<file path="config.mk">
export PLATFORM = sky130hd
export DESIGN_NAME = uart_rx_frame_decoder
export DESIGN_NICKNAME = d
export VERILOG_FILES = /design/src/rtl/uart_rx_frame_decoder.sv
export SDC_FILE = /design/constraint.sdc
export NUM_CORES = 1
export LEC_CHECK = 0
export CORE_MARGIN = 4
export CORE_UTILIZATION = 40
export DETAILED_ROUTE_END_ITERATION = 10
export HOLD_SLACK_MARGIN = 0.02
export MAX_ROUTING_LAYER = met4
export PLACE_DENSITY = 0.61
export SLEW_MARGIN = 25
export SYNTH_ARGS = -nofsm -noshare
export SYNTH_HDL_FRONTEND = slang
export SYNTH_SLANG_ARGS = --single-unit
</file>
<file path="constraint.sdc">
create_clock -name clk_i -period 1.9 [get_ports clk_i]
set_input_delay 0.285 -clock clk_i [delete_from_list [all_inputs] [get_ports clk_i]]
set_output_delay 0.285 -clock clk_i [all_outputs]
set_load 0.005 [all_outputs]
</file>
<file path="src/rtl/uart_rx_frame_decoder.sv">
// UART receive frame engine. The rx line is synchronized and oversampled.
// A falling edge starts a frame, and the start bit is confirmed at mid-bit.
// Data is shifted in LSB first. The optional parity bit and the stop bit
// are then checked. The byte and its error flags appear with a one-clk valid.
module uart_rx_frame_decoder #(
  parameter int DATA_WIDTH = 8,
  parameter int OVERSAMPLE = 16
) (
  input  logic                  clk_i,
  input  logic                  arst_i,
  input  logic                  rst_i,
  input  logic                  baud_tick_i,
  input  logic                  rx_i,
  input  logic                  parity_en_i,
  input  logic                  mode_i,
  output logic [DATA_WIDTH-1:0] data_o,
  output logic                  valid_o,
  output logic                  parity_err_o,
  output logic                  frame_err_o,
  output logic                  busy_o
);

  localparam int TW = $clog2(OVERSAMPLE);
  localparam int BW = $clog2(DATA_WIDTH + 1);
  localparam logic [TW-1:0] TICK_HALF = TW'(OVERSAMPLE / 2 - 1);
  localparam logic [TW-1:0] TICK_LAST = TW'(OVERSAMPLE - 1);
  localparam logic [BW-1:0] BIT_LAST  = BW'(DATA_WIDTH - 1);

  localparam logic [2:0] IDLE   = 3'd0;
  localparam logic [2:0] START  = 3'd1;
  localparam logic [2:0] DATA   = 3'd2;
  localparam logic [2:0] PARITY = 3'd3;
  localparam logic [2:0] STOP   = 3'd4;

  logic [2:0]            state_q, state_d;
  logic [TW-1:0]         tick_cnt_q, tick_cnt_d;
  logic [BW-1:0]         bit_cnt_q, bit_cnt_d;
  logic [DATA_WIDTH-1:0] shift_q, shift_d;
  logic                  xor_acc_q, xor_acc_d;
  logic                  par_en_q, par_en_d;
  logic                  mode_q, mode_d;
  logic                  perr_q, perr_d;
  logic                  start_pend_q, start_pend_d;
  logic                  rx_meta_q, rx_meta_d;
  logic                  rx_s_q, rx_s_d;
  logic                  rx_prev_q, rx_prev_d;
  logic [DATA_WIDTH-1:0] data_q, data_d;
  logic                  valid_q, valid_d;
  logic                  perr_out_q, perr_out_d;
  logic                  ferr_out_q, ferr_out_d;
  logic                  fall;

  assign fall = rx_prev_q & ~rx_s_q;

  // Next-state logic for the synchronizer, frame FSM, counters and output registers.
  always_comb begin
    // NOTE: every *_d gets a default so no path through the case infers a latch.
    state_d      = state_q;
    tick_cnt_d   = tick_cnt_q;
    bit_cnt_d    = bit_cnt_q;
    shift_d      = shift_q;
    xor_acc_d    = xor_acc_q;
    par_en_d     = par_en_q;
    mode_d       = mode_q;
    perr_d       = perr_q;
    start_pend_d = start_pend_q;
    rx_meta_d    = rx_i;
    rx_s_d       = rx_meta_q;
    rx_prev_d    = rx_s_q;
    data_d       = data_q;
    valid_d      = 1'b0;
    perr_out_d   = perr_out_q;
    ferr_out_d   = ferr_out_q;

    case (state_q)
      IDLE: begin
        start_pend_d = 1'b0;
        if (fall || start_pend_q) begin
          state_d    = START;
          tick_cnt_d = '0;
          par_en_d   = parity_en_i;
          mode_d     = mode_i;
        end
      end
      START: if (baud_tick_i) begin
        if (tick_cnt_q == TICK_HALF) begin
          tick_cnt_d = '0;
          bit_cnt_d  = '0;
          xor_acc_d  = 1'b0;
          state_d    = rx_s_q ? IDLE : DATA;
        end else begin
          tick_cnt_d = tick_cnt_q + TW'(1);
        end
      end
      DATA: if (baud_tick_i) begin
        if (tick_cnt_q == TICK_LAST) begin
          tick_cnt_d = '0;
          shift_d    = {rx_s_q, shift_q[DATA_WIDTH-1:1]};
          xor_acc_d  = xor_acc_q ^ rx_s_q;
          if (bit_cnt_q == BIT_LAST) begin
            bit_cnt_d = '0;
            state_d   = par_en_q ? PARITY : STOP;
          end else begin
            bit_cnt_d = bit_cnt_q + BW'(1);
          end
        end else begin
          tick_cnt_d = tick_cnt_q + TW'(1);
        end
      end
      PARITY: if (baud_tick_i) begin
        if (tick_cnt_q == TICK_LAST) begin
          tick_cnt_d = '0;
          perr_d     = rx_s_q != (mode_q ? xor_acc_q : ~xor_acc_q);
          state_d    = STOP;
        end else begin
          tick_cnt_d = tick_cnt_q + TW'(1);
        end
      end
      STOP: if (baud_tick_i) begin
        if (tick_cnt_q == TICK_LAST) begin
          tick_cnt_d   = '0;
          state_d      = IDLE;
          valid_d      = 1'b1;
          data_d       = shift_q;
          perr_out_d   = par_en_q & perr_q;
          ferr_out_d   = ~rx_s_q;
          // The edge detector moves on next clk, so an edge seen now must be remembered.
          start_pend_d = fall;
        end else begin
          tick_cnt_d = tick_cnt_q + TW'(1);
        end
      end
      default: state_d = IDLE;
    endcase

    if (rst_i) begin
      state_d      = IDLE;
      tick_cnt_d   = '0;
      bit_cnt_d    = '0;
      shift_d      = '0;
      xor_acc_d    = 1'b0;
      par_en_d     = 1'b0;
      mode_d       = 1'b0;
      perr_d       = 1'b0;
      start_pend_d = 1'b0;
      rx_meta_d    = 1'b1;
      rx_s_d       = 1'b1;
      rx_prev_d    = 1'b1;
      data_d       = '0;
      valid_d      = 1'b0;
      perr_out_d   = 1'b0;
      ferr_out_d   = 1'b0;
    end
  end

  // State registers with asynchronous reset; the rx line flops reset to idle-high.
  always_ff @(posedge clk_i or posedge arst_i) begin
    if (arst_i) begin
      state_q      <= IDLE;
      tick_cnt_q   <= '0;
      bit_cnt_q    <= '0;
      shift_q      <= '0;
      xor_acc_q    <= 1'b0;
      par_en_q     <= 1'b0;
      mode_q       <= 1'b0;
      perr_q       <= 1'b0;
      start_pend_q <= 1'b0;
      rx_meta_q    <= 1'b1;
      rx_s_q       <= 1'b1;
      rx_prev_q    <= 1'b1;
      data_q       <= '0;
      valid_q      <= 1'b0;
      perr_out_q   <= 1'b0;
      ferr_out_q   <= 1'b0;
    end else begin
      // NOTE: non-blocking so every flop samples pre-edge values (synchronizer chain depends on it).
      state_q      <= state_d;
      tick_cnt_q   <= tick_cnt_d;
      bit_cnt_q    <= bit_cnt_d;
      shift_q      <= shift_d;
      xor_acc_q    <= xor_acc_d;
      par_en_q     <= par_en_d;
      mode_q       <= mode_d;
      perr_q       <= perr_d;
      start_pend_q <= start_pend_d;
      rx_meta_q    <= rx_meta_d;
      rx_s_q       <= rx_s_d;
      rx_prev_q    <= rx_prev_d;
      data_q       <= data_d;
      valid_q      <= valid_d;
      perr_out_q   <= perr_out_d;
      ferr_out_q   <= ferr_out_d;
    end
  end

  assign data_o       = data_q;
  assign valid_o      = valid_q;
  assign parity_err_o = perr_out_q;
  assign frame_err_o  = ferr_out_q;
  assign busy_o       = (state_q != IDLE);

endmodule
</file>
==> results of run 1 <==
per-stage QoR:
stage	setup slack, ps	TNS [ps]	cell area, um2
6_report	50.4	0	2530
2_1_floorplan	163	0	1990
4_1_cts	2.25	0	2470
5_1_grt	2.04	0	2530
3_3_place_gp	-78.7	-907	2380
3_5_place_dp	-128	-2130	2380
critical path, delay by kind of cell, from the launching register on:
kind	cells	cell delay, ps
buffers and inverters	1	460
flip-flops	1	400
AND/OR/NAND/NOR	1	410
metal layers:
| metal | routed length (um) | global-route usage, % |
|---|---|---|
| met1 | 2320 | 22.8 |
| met2 | 2220 | 25.2 |
| met3 | 181 | 3.78 |
| met4 | 35 | 4.20 |
| met5 | 0 | - |
registers in the layout (all words and copies together) (netlist names):
| signal | flops |
|---|---|
| valid_o | 1 |
| xor_acc_q | 1 |
| bit_cnt_q | 4 |
| state_q | 3 |
| mode_q | 1 |
| rx_s_q | 1 |
| frame_err_o | 1 |
| start_pend_q | 1 |
| shift_q | 8 |
| par_en_q | 1 |
| rx_meta_q | 1 |
| perr_q | 1 |
| parity_err_o | 1 |
| tick_cnt_q | 4 |
| rx_prev_q | 1 |
| data_o | 8 |
path summary, 6_finish.rpt:
path	slack, ps	end	depth (start not counted)	start
max	50	busy_o	2	state_q[1]
min	410	data_o[4]	3	arst_i
max reg2reg	90	state_q[1]	6	state_q[1]
min reg2reg	510	data_o[6]	1	data_o[6]
max in group asynchronous	1140	rx_s_q	3	arst_i
min in group clk_i	510	data_o[6]	1	data_o[6]
where the power goes:
| part | internal, uW | switching, uW | total, uW |
|---|---|---|---|
| Clock | 254 | 283 | 537 |
| Sequential | 843 | 33.7 | 877 |
| Combinational | 237 | 241 | 478 |
synthesized netlist by cell type, types with 2 or more instances:
library cell / n
nor3_1: 5
o31ai_1: 2
or2_2: 3
nor2_1: 9
o22ai_1: 3
dfstp_2: 3
a32o_1: 2
ha_1: 2
nand4_1: 2
a22oi_1: 2
or3_1: 2
a31oi_1: 2
nand2b_1: 4
o32ai_1: 2
o21ai_0: 12
nand2_1: 7
inv_1: 10
nand3b_1: 2
nor2b_1: 2
buf_6: 3
o41ai_2: 2
a21oi_1: 5
and3_4: 2
dfrtp_1: 35
a211o_1: 2
nand3_1: 2
a22o_1: 19
buf_2: 7
final cells by class:
type / count / area [um2]
Fill cell: 436 / 2220
Multi-Input combinational cell: 121 / 940
Sequential cell: 38 / 956
Clock inverter: 2 / 10.0
Tap cell: 67 / 83.8
Inverter: 10 / 37.5
Clock buffer: 6 / 72.6
Timing Repair Buffer: 51 / 432
kinds of logic after synthesis:
kind of cell             count (synthesis)  share of synthesized area (%)
AO/OA/AOI/OAI                           63                           24.6
XOR/XNOR                                 2                          0.882
adder cells (fa/ha/maj)                  2                           1.26
buffers and inverters                   22                           5.92
flip-flops                              38                           48.0
multiplexers                             2                           1.07
AND/OR/NAND/NOR                         52                           18.2
layout by cell type, fill, tap and decap left out, drive strengths merged, types with 3 or more instances in the layout:
| cell | count |
|---|---|
| clkdlybuf4s50 | 18 |
| dfrtp | 35 |
| o21ai | 12 |
| nor2 | 9 |
| o22ai | 3 |
| buf | 33 |
| nand2b | 4 |
| nand2 | 7 |
| or3 | 3 |
| or2 | 3 |
| inv | 10 |
| nand3 | 3 |
| a22o | 19 |
| dfstp | 3 |
| a21oi | 5 |
| clkbuf | 6 |
| o41ai | 3 |
| nor3 | 6 |
timing repair:
item	4_1_cts	5_1_grt
gates resized for setup	2	6
pin swaps	0	3
endpoints found under the setup margin	2	9
buffers inserted	0	5
==> metrics.yaml, run 1 <==
status: "finished clean"
crit_required_ps: 1620
place_inst: 282
gr-total-overflow: 0
final.min_clock_period_ps: 1850
crit_chain: "or3_4 > clkdlybuf4s50_1"
gp_congestion: 0.832
slew_violations: 0
maxCapViolCount: 0
postCtsHoldBufs: 0
min_period_over_period_pct: 97.3
synth-main-ff-cell: "dfrtp_1"
grt_max_degree: 39
setup_viol: 0
io_buffers: 18
yosys_warnings: 0
wl_per_cell_um: 16.1
cp_slowest_cell: "clkdlybuf4s50_1"
worst_slew_pin_slew_ps: 700
cts.clk_slew.worst_paths_ps: 80
hold_slack_ps: 405
via_per_inst: 5.52
crit_path_max_incr_delay_ps: 460
io_pins: 19
cts_max_level: 2
dp_hpwl_um: 3390
grt_pass1_vias: 1592
yosysTopAreaCell: "dfrtp_1"
antenna_found_initial: 0
dr.pass1.iters: 4
timing_hold_violations_final: 0
rows: 25
route.vias.total: 1628
synth-seq-area-share_pct: 48.0
utilization_pct: 53.2
rsz0062_at_grt: "no"
die_h_um: 78.5
drt_wl_total_um: 4760
die_w_um: 78.5
syn-num-nets: 190
synth_edf_count: 0
synth_area_leaders: "dfrtp_1 44%, a22o_1 8.4%, dfstp_2 4.0%"
ys_types: 56
grt_pass1_wl_um: 7890
startpoint_type: "flip-flop"
cp-end-kind: "primary output"
cts.sinks: 38
cts_tree: "yes"
synth_cells: 181
clock-skew-final_ps: 9.97
synth_async_sr_flop_share_pct: 100
layout.cells.non_filler: 295
cp_max_fo: 4
slew_headroom_pct: 53.1
cts-root-buf: "clkbuf_8"
yosys.area.top_type_share_pct: 44.1
cts_buffers: 5
core_area_um2: 4750
clk_latency_ps: 290
ant_nets: 0
power.leakage_uw: 0.00110
syn-cell-area_um2: 1990
route.detailed.drc: 0
ys_ff_latch: 38
num_antenna_cells: 0
hp-class: "in2async"
fmax_mhz: 541
syn_to_final_growth_pct: 27.4
nNetsFinal: 236
dieArea_um2: 6160
worst_ep_arrival_time_ps: 1560
crit_type: "reg2out"
drive_gt1_share_pct: 28.5
avgSynthCellArea_um2: 11.0
drt_iter0_markers: 124
clockBufferDepth: 2
finalPower_uw: 1890
power.density_nw_per_um2: 748
grtUsageTotal_pct: 16.7
initial_utilization_pct: 41.8
vdd_ir_drop_max_mv: 0.324
Note: power is estimated with default switching activity, not from simulation.
==> run 2: changes to the inputs <==
CORE_ASPECT_RATIO = 1.75   (was unset)
CORE_MARGIN = unset   (was 4)
==> metrics.yaml, run 2 (synthesized netlist as in run 1, its figures left out) <==
status: "finished clean"  # unchanged
cts_max_level: 2  # unchanged
multi_input_area_um2: 941  # was 940 um2
layout.cells.non_filler: 279  # was 295
hp-class: "in2async"  # unchanged
setup_viol: 0  # unchanged
fillers: 439  # was 436
postCtsHoldBufs: 0  # unchanged
num_antenna_cells: 0  # unchanged
dr.pass1.iters: 4  # unchanged
final_common_cell: "dfrtp_1"  # unchanged
nNetsFinal: 235  # was 236
drt_iter0_markers: 53  # was 124
gr-total-overflow: 0  # unchanged
final.min_clock_period_ps: 1830  # was 1850 ps
startpoint_type: "flip-flop"  # unchanged
grt_pass1_wl_um: 8060  # was 7890 um
cts_tree: "yes"  # unchanged
crit_required_ps: 2130  # was 1620 ps
grt_pass1_vias: 1669  # was 1592
crit_type: "reg2reg"  # was reg2out
cts_buffers: 5  # unchanged
layout_common_cells: "34 x dfrtp_1, 32 x buf_4, 19 x a22o_1, 17 x clkdlybuf4s50_1, 12 x o21ai_0"  # was 34 x dfrtp_1, 32 x buf_4, 19 x a22o_1, 18 x clkdlybuf4s50_1, 12 x o21ai_0
power.density_nw_per_um2: 867  # was 748 nW/um2
route.detailed.drc: 0  # unchanged
timing_hold_violations_final: 0  # unchanged
power.leakage_uw: 0.00112  # was 0.00110 uW
grtUsageTotal_pct: 20.7  # was 16.7%
ant_nets: 0  # unchanged
die_w_um: 55.3  # was 78.5 um
wl_per_cell_um: 17.7  # was 16.1 um
rsz0062_at_grt: "no"  # unchanged
cp_max_fo: 8  # was 4
clk_latency_ps: 290  # about the same
grt_max_degree: 39  # unchanged
vdd_ir_drop_max_mv: 0.700  # was 0.324 mV
finalPower_uw: 2220  # was 1890 uW
dieArea_um2: 5260  # was 6160 um2
via_per_inst: 5.95  # was 5.52
cp-end-kind: "flip-flop"  # was primary output
slew_headroom_pct: 55.1  # was 53.1%
maxCapViolCount: 0  # unchanged
dp_hpwl_um: 3660  # was 3390 um
syn_to_final_growth_pct: 28.7  # was 27.4%
initial_utilization_pct: 42.2  # was 41.8%
cts.clk_slew.worst_paths_ps: 80  # about the same
die_h_um: 95.2  # was 78.5 um
gp_congestion: 0.869  # was 0.832
min_period_over_period_pct: 96.2  # was 97.3%
core_area_um2: 4710  # was 4750 um2
io_buffers: 18  # unchanged
worst_ep_arrival_time_ps: 2060  # was 1560 ps
place_inst: 269  # was 282
worst_slew_pin_slew_ps: 671  # was 700 ps
slew_violations: 0  # unchanged
clock-skew-final_ps: 5.45  # was 9.97 ps
regArea_um2: 956  # unchanged
cts.sinks: 38  # unchanged
rows: 33  # was 25
antenna_found_initial: 0  # unchanged
cts-root-buf: "clkbuf_8"  # unchanged
fmax_mhz: 547  # was 541 MHz
drive_gt1_share_pct: 28.2  # was 28.5%
clockBufferDepth: 2  # unchanged
route.vias.total: 1661  # was 1628
drt_wl_total_um: 4950  # was 4760 um
io_pins: 19  # unchanged
## run 2: cell count changes in the layout (fill, tap and decap cells not counted), sizes merged
cell,change
clkdlybuf4s50,-1
clkbuf,-1
bufinv,+2
dlygate4sd2,+1
clkinv,-1
buf,-1
## run 2: worst paths after layout
kind | start | endpoint | slack (ps) | cells past startpoint
min reg2reg | data_o[1] | data_o[1] | 510 | 1
max in group asynchronous | arst_i | rx_s_q | 1140 | 3
max reg2reg | state_q[0] | shift_q[1] | 70 | 5
min in group clk_i | data_o[1] | data_o[1] | 510 | 1
max | state_q[0] | shift_q[1] | 70 | 5
min | arst_i | state_q[2] | 400 | 3
## run 2: critical path, cell delays in order (launching register included)
cell     delay [ps]
dfrtp_2         460
buf_4           150
or4b_4          570
nor3_4          230
buf_4           200
a22o_1          150
## run 2: through the flow
step	util [%]	setup TNS, ps	cell area (um2)	hold slack [ps]	setup WS, ps
after global routing	54.3	0	2560	446	3.73
after global placement	50.5	-1570	2380	481	-138
after floorplan	-	0	1990	394	163
after detailed placement	50.5	-2570	2380	494	-197
final	54.3	0	2560	400	72.3
after CTS	53.7	0	2530	410	22.7
## run 2: routing by layer
layer	vias up	GRT usage, %	wire, um
met2	44	40.7	2900
met5	-	-	0
met4	0	6.88	77
met1	840	20.1	1810
li1	769	-	-
met3	8	3.66	158
## run 2: where the power goes
part	leakage, uW	total [uW]	internal [uW]	switching, uW
clock	0.0000683	833	526	307
combinational	0.000538	492	250	242
sequential	0.000516	891	845	46.5
total	0.00112	2220	1620	596
## run 2: what timing repair did
action,in CTS,in global routing
pin swaps,0,2
setup buffers,1,1
setup endpoints to repair,2,15
resized for setup,3,4
## run 2: final cells by class
| class | count | share of cell area (%) |
|---|---|---|
| well taps | 52 | 2.55 |
| inverters | 10 | 1.47 |
| repair buffers | 50 | 16.4 |
| multi-input cells | 121 | 36.8 |
| clock inverters | 3 | 2.69 |
| flip-flops and latches | 38 | 37.4 |
| clock buffers | 5 | 2.69 |
==> run 3: changes to the inputs <==
CORE_MARGIN = 5   (was unset)
CORE_UTILIZATION = 45   (was 40)
PLACE_DENSITY = 0.68   (was 0.61)
RECOVER_POWER = 25   (was unset)
==> metrics.yaml, run 3 (synthesized netlist as in run 1, its figures left out) <==
hp-class: "reg2reg"  # was in2async
cts_buffers: 5  # unchanged
initial_utilization_pct: 45.5  # was 42.2%
layout.cells.non_filler: 278  # was 279
drt_iter0_markers: 52  # was 53
io_buffers: 18  # unchanged
via_per_inst: 6.00  # was 5.95
min_path_cells: 1
vdd_ir_drop_max_mv: 0.695  # was 0.700 mV
die_h_um: 97.9  # was 95.2 um
cts.sinks: 38  # unchanged
worst_slew_pin_slew_ps: 933  # was 671 ps
cts_tree: "yes"  # unchanged
num_antenna_cells: 0  # unchanged
die_w_um: 60.2  # was 55.3 um
startpoint_type: "flip-flop"  # unchanged
clk_latency_ps: 300  # was 290 ps
drt_wl_total_um: 4990  # was 4950 um
maxCapViolCount: 0  # unchanged
rows: 32  # was 33
cp_top_family: "simple AND/OR/NAND/NOR gates"  # unchanged
dp_hpwl_um: 3620  # was 3660 um
drive_gt1_share_pct: 32.2  # was 28.2%
status: "finished clean"  # unchanged
rr_endpoint: "state_q[2]"  # was shift_q[1]
timing_hold_violations_final: 0  # unchanged
clockBufferDepth: 2  # unchanged
core_area_um2: 4360  # was 4710 um2
cp-end-kind: "flip-flop"  # unchanged
crit_path_max_incr_delay_ps: 450  # was 570 ps
antenna_found_initial: 0  # unchanged
fmax_mhz: 545  # was 547 MHz
critPathBufInv: 0  # was 2
r2r-start: "bit_cnt_q[0]"  # was state_q[0]
power.density_nw_per_um2: 851  # was 867 nW/um2
worst_r2r_path_depth: 5  # unchanged
worst_ep_arrival_time_ps: 2030  # was 2060 ps
hold_slack_ps: 504  # was 400 ps
clock-skew-final_ps: 5.41  # was 5.45 ps
dieArea_um2: 5900  # was 5260 um2
finalPower_uw: 2270  # was 2220 uW
slew_violations: 0  # unchanged
route.detailed.drc: 0  # unchanged
crit_type: "reg2reg"  # unchanged
grt_max_degree: 39  # unchanged
route.vias.total: 1668  # was 1661
crit_chain: "ha_4 > nand3b_1 > o21a_1 > or3_4 > o41ai_4"  # was buf_4 > or4b_4 > nor3_4 > buf_4 > a22o_1
wl_per_cell_um: 17.9  # was 17.7 um
cts_max_level: 2  # unchanged
dp_slack_ps: -141  # was -197 ps
crit_required_ps: 2100  # was 2130 ps
syn_to_final_growth_pct: 34.3  # was 28.7%
utilization_pct: 61.2  # was 54.3%
cp-endpoint: "state_q[2]"  # was shift_q[1]
io_pins: 19  # unchanged
final_common_cell: "dfrtp_1"  # unchanged
cts-root-buf: "clkbuf_8"  # unchanged
min_period_over_period_pct: 96.5  # was 96.2%
layout_common_cells: "34 x dfrtp_1, 26 x buf_4, 19 x a22o_1, 16 x clkdlybuf4s50_1, 11 x o21ai_0"  # was 34 x dfrtp_1, 32 x buf_4, 19 x a22o_1, 17 x clkdlybuf4s50_1, 12 x o21ai_0
place_inst: 264  # was 269
nNetsFinal: 235  # unchanged
cp_max_fo: 4  # was 8
slew_headroom_pct: 37.8  # was 55.1%
r2r_slack_ps: 70  # about the same
grt_pass1_wl_um: 8460  # was 8060 um
gp_congestion: 0.920  # was 0.869
grtUsageTotal_pct: 19.3  # was 20.7%
setup_viol: 0  # unchanged
crit_path_start: "bit_cnt_q[0]"  # was state_q[0]
dr.pass1.iters: 4  # unchanged
final.min_clock_period_ps: 1830  # about the same
grt_pass1_vias: 1830  # was 1669
power.leakage_uw: 0.00114  # was 0.00112 uW
cts.clk_slew.worst_paths_ps: 80  # about the same
cp.depth: 5  # unchanged
ant_nets: 0  # unchanged
cp_slowest_cell: "dfrtp_1"  # was or4b_4
worst_slack_ps: 65.9  # was 72.3 ps
gr-total-overflow: 0  # unchanged
[run 3: area by class of cell]
type                    count  area (um2)
clock buffers               5        68.8
clock inverters             3        68.8
fillers                   351        1700
inverters                  10        37.5
multi-input cells         121        1040
flip-flops and latches     38         956
well taps                  51        63.8
repair buffers             50         435
[run 3: power by group]
group / leakage (uW) / internal (uW) / switching [uW]
Combinational: 0.000555 / 268 / 285
Clock: 0.0000683 / 526 / 307
Sequential: 0.000516 / 845 / 40.5
Total: 0.00114 / 1640 / 632
[run 3: per-layer routing]
layer / global-route usage [%] / part of all wire, %
met1: 19.2 / 36
met2: 33.1 / 57
met3: 3.70 / 3.6
met4: 11.1 / 3.6
met5: - / 0
[run 3: stage by stage]
stage,TNS (ps),cell area (um2)
2_1_floorplan,0,1990
3_3_place_gp,-909,2350
3_5_place_dp,-2230,2350
4_1_cts,0,2520
5_1_grt,-32.4,2670
6_report,0,2670
[run 3: timing repair]
item / 4_1_cts / 5_1_grt
pin swaps: 0 / 10
setup endpoints to repair: 15 / 29
hold buffers: 0 / 0
setup buffers: 2 / 5
gates resized for setup: 6 / 22
[run 3: worst min-delay path by stage]
stage	from	to	slack, ps
floorplan	rx_i	rx_meta_q	390
global route	parity_err_o	parity_err_o	510
finish	parity_err_o	parity_err_o	500
CTS	arst_i	data_o[7]	410
global placement	parity_err_o	parity_err_o	480
detailed placement	parity_err_o	parity_err_o	490
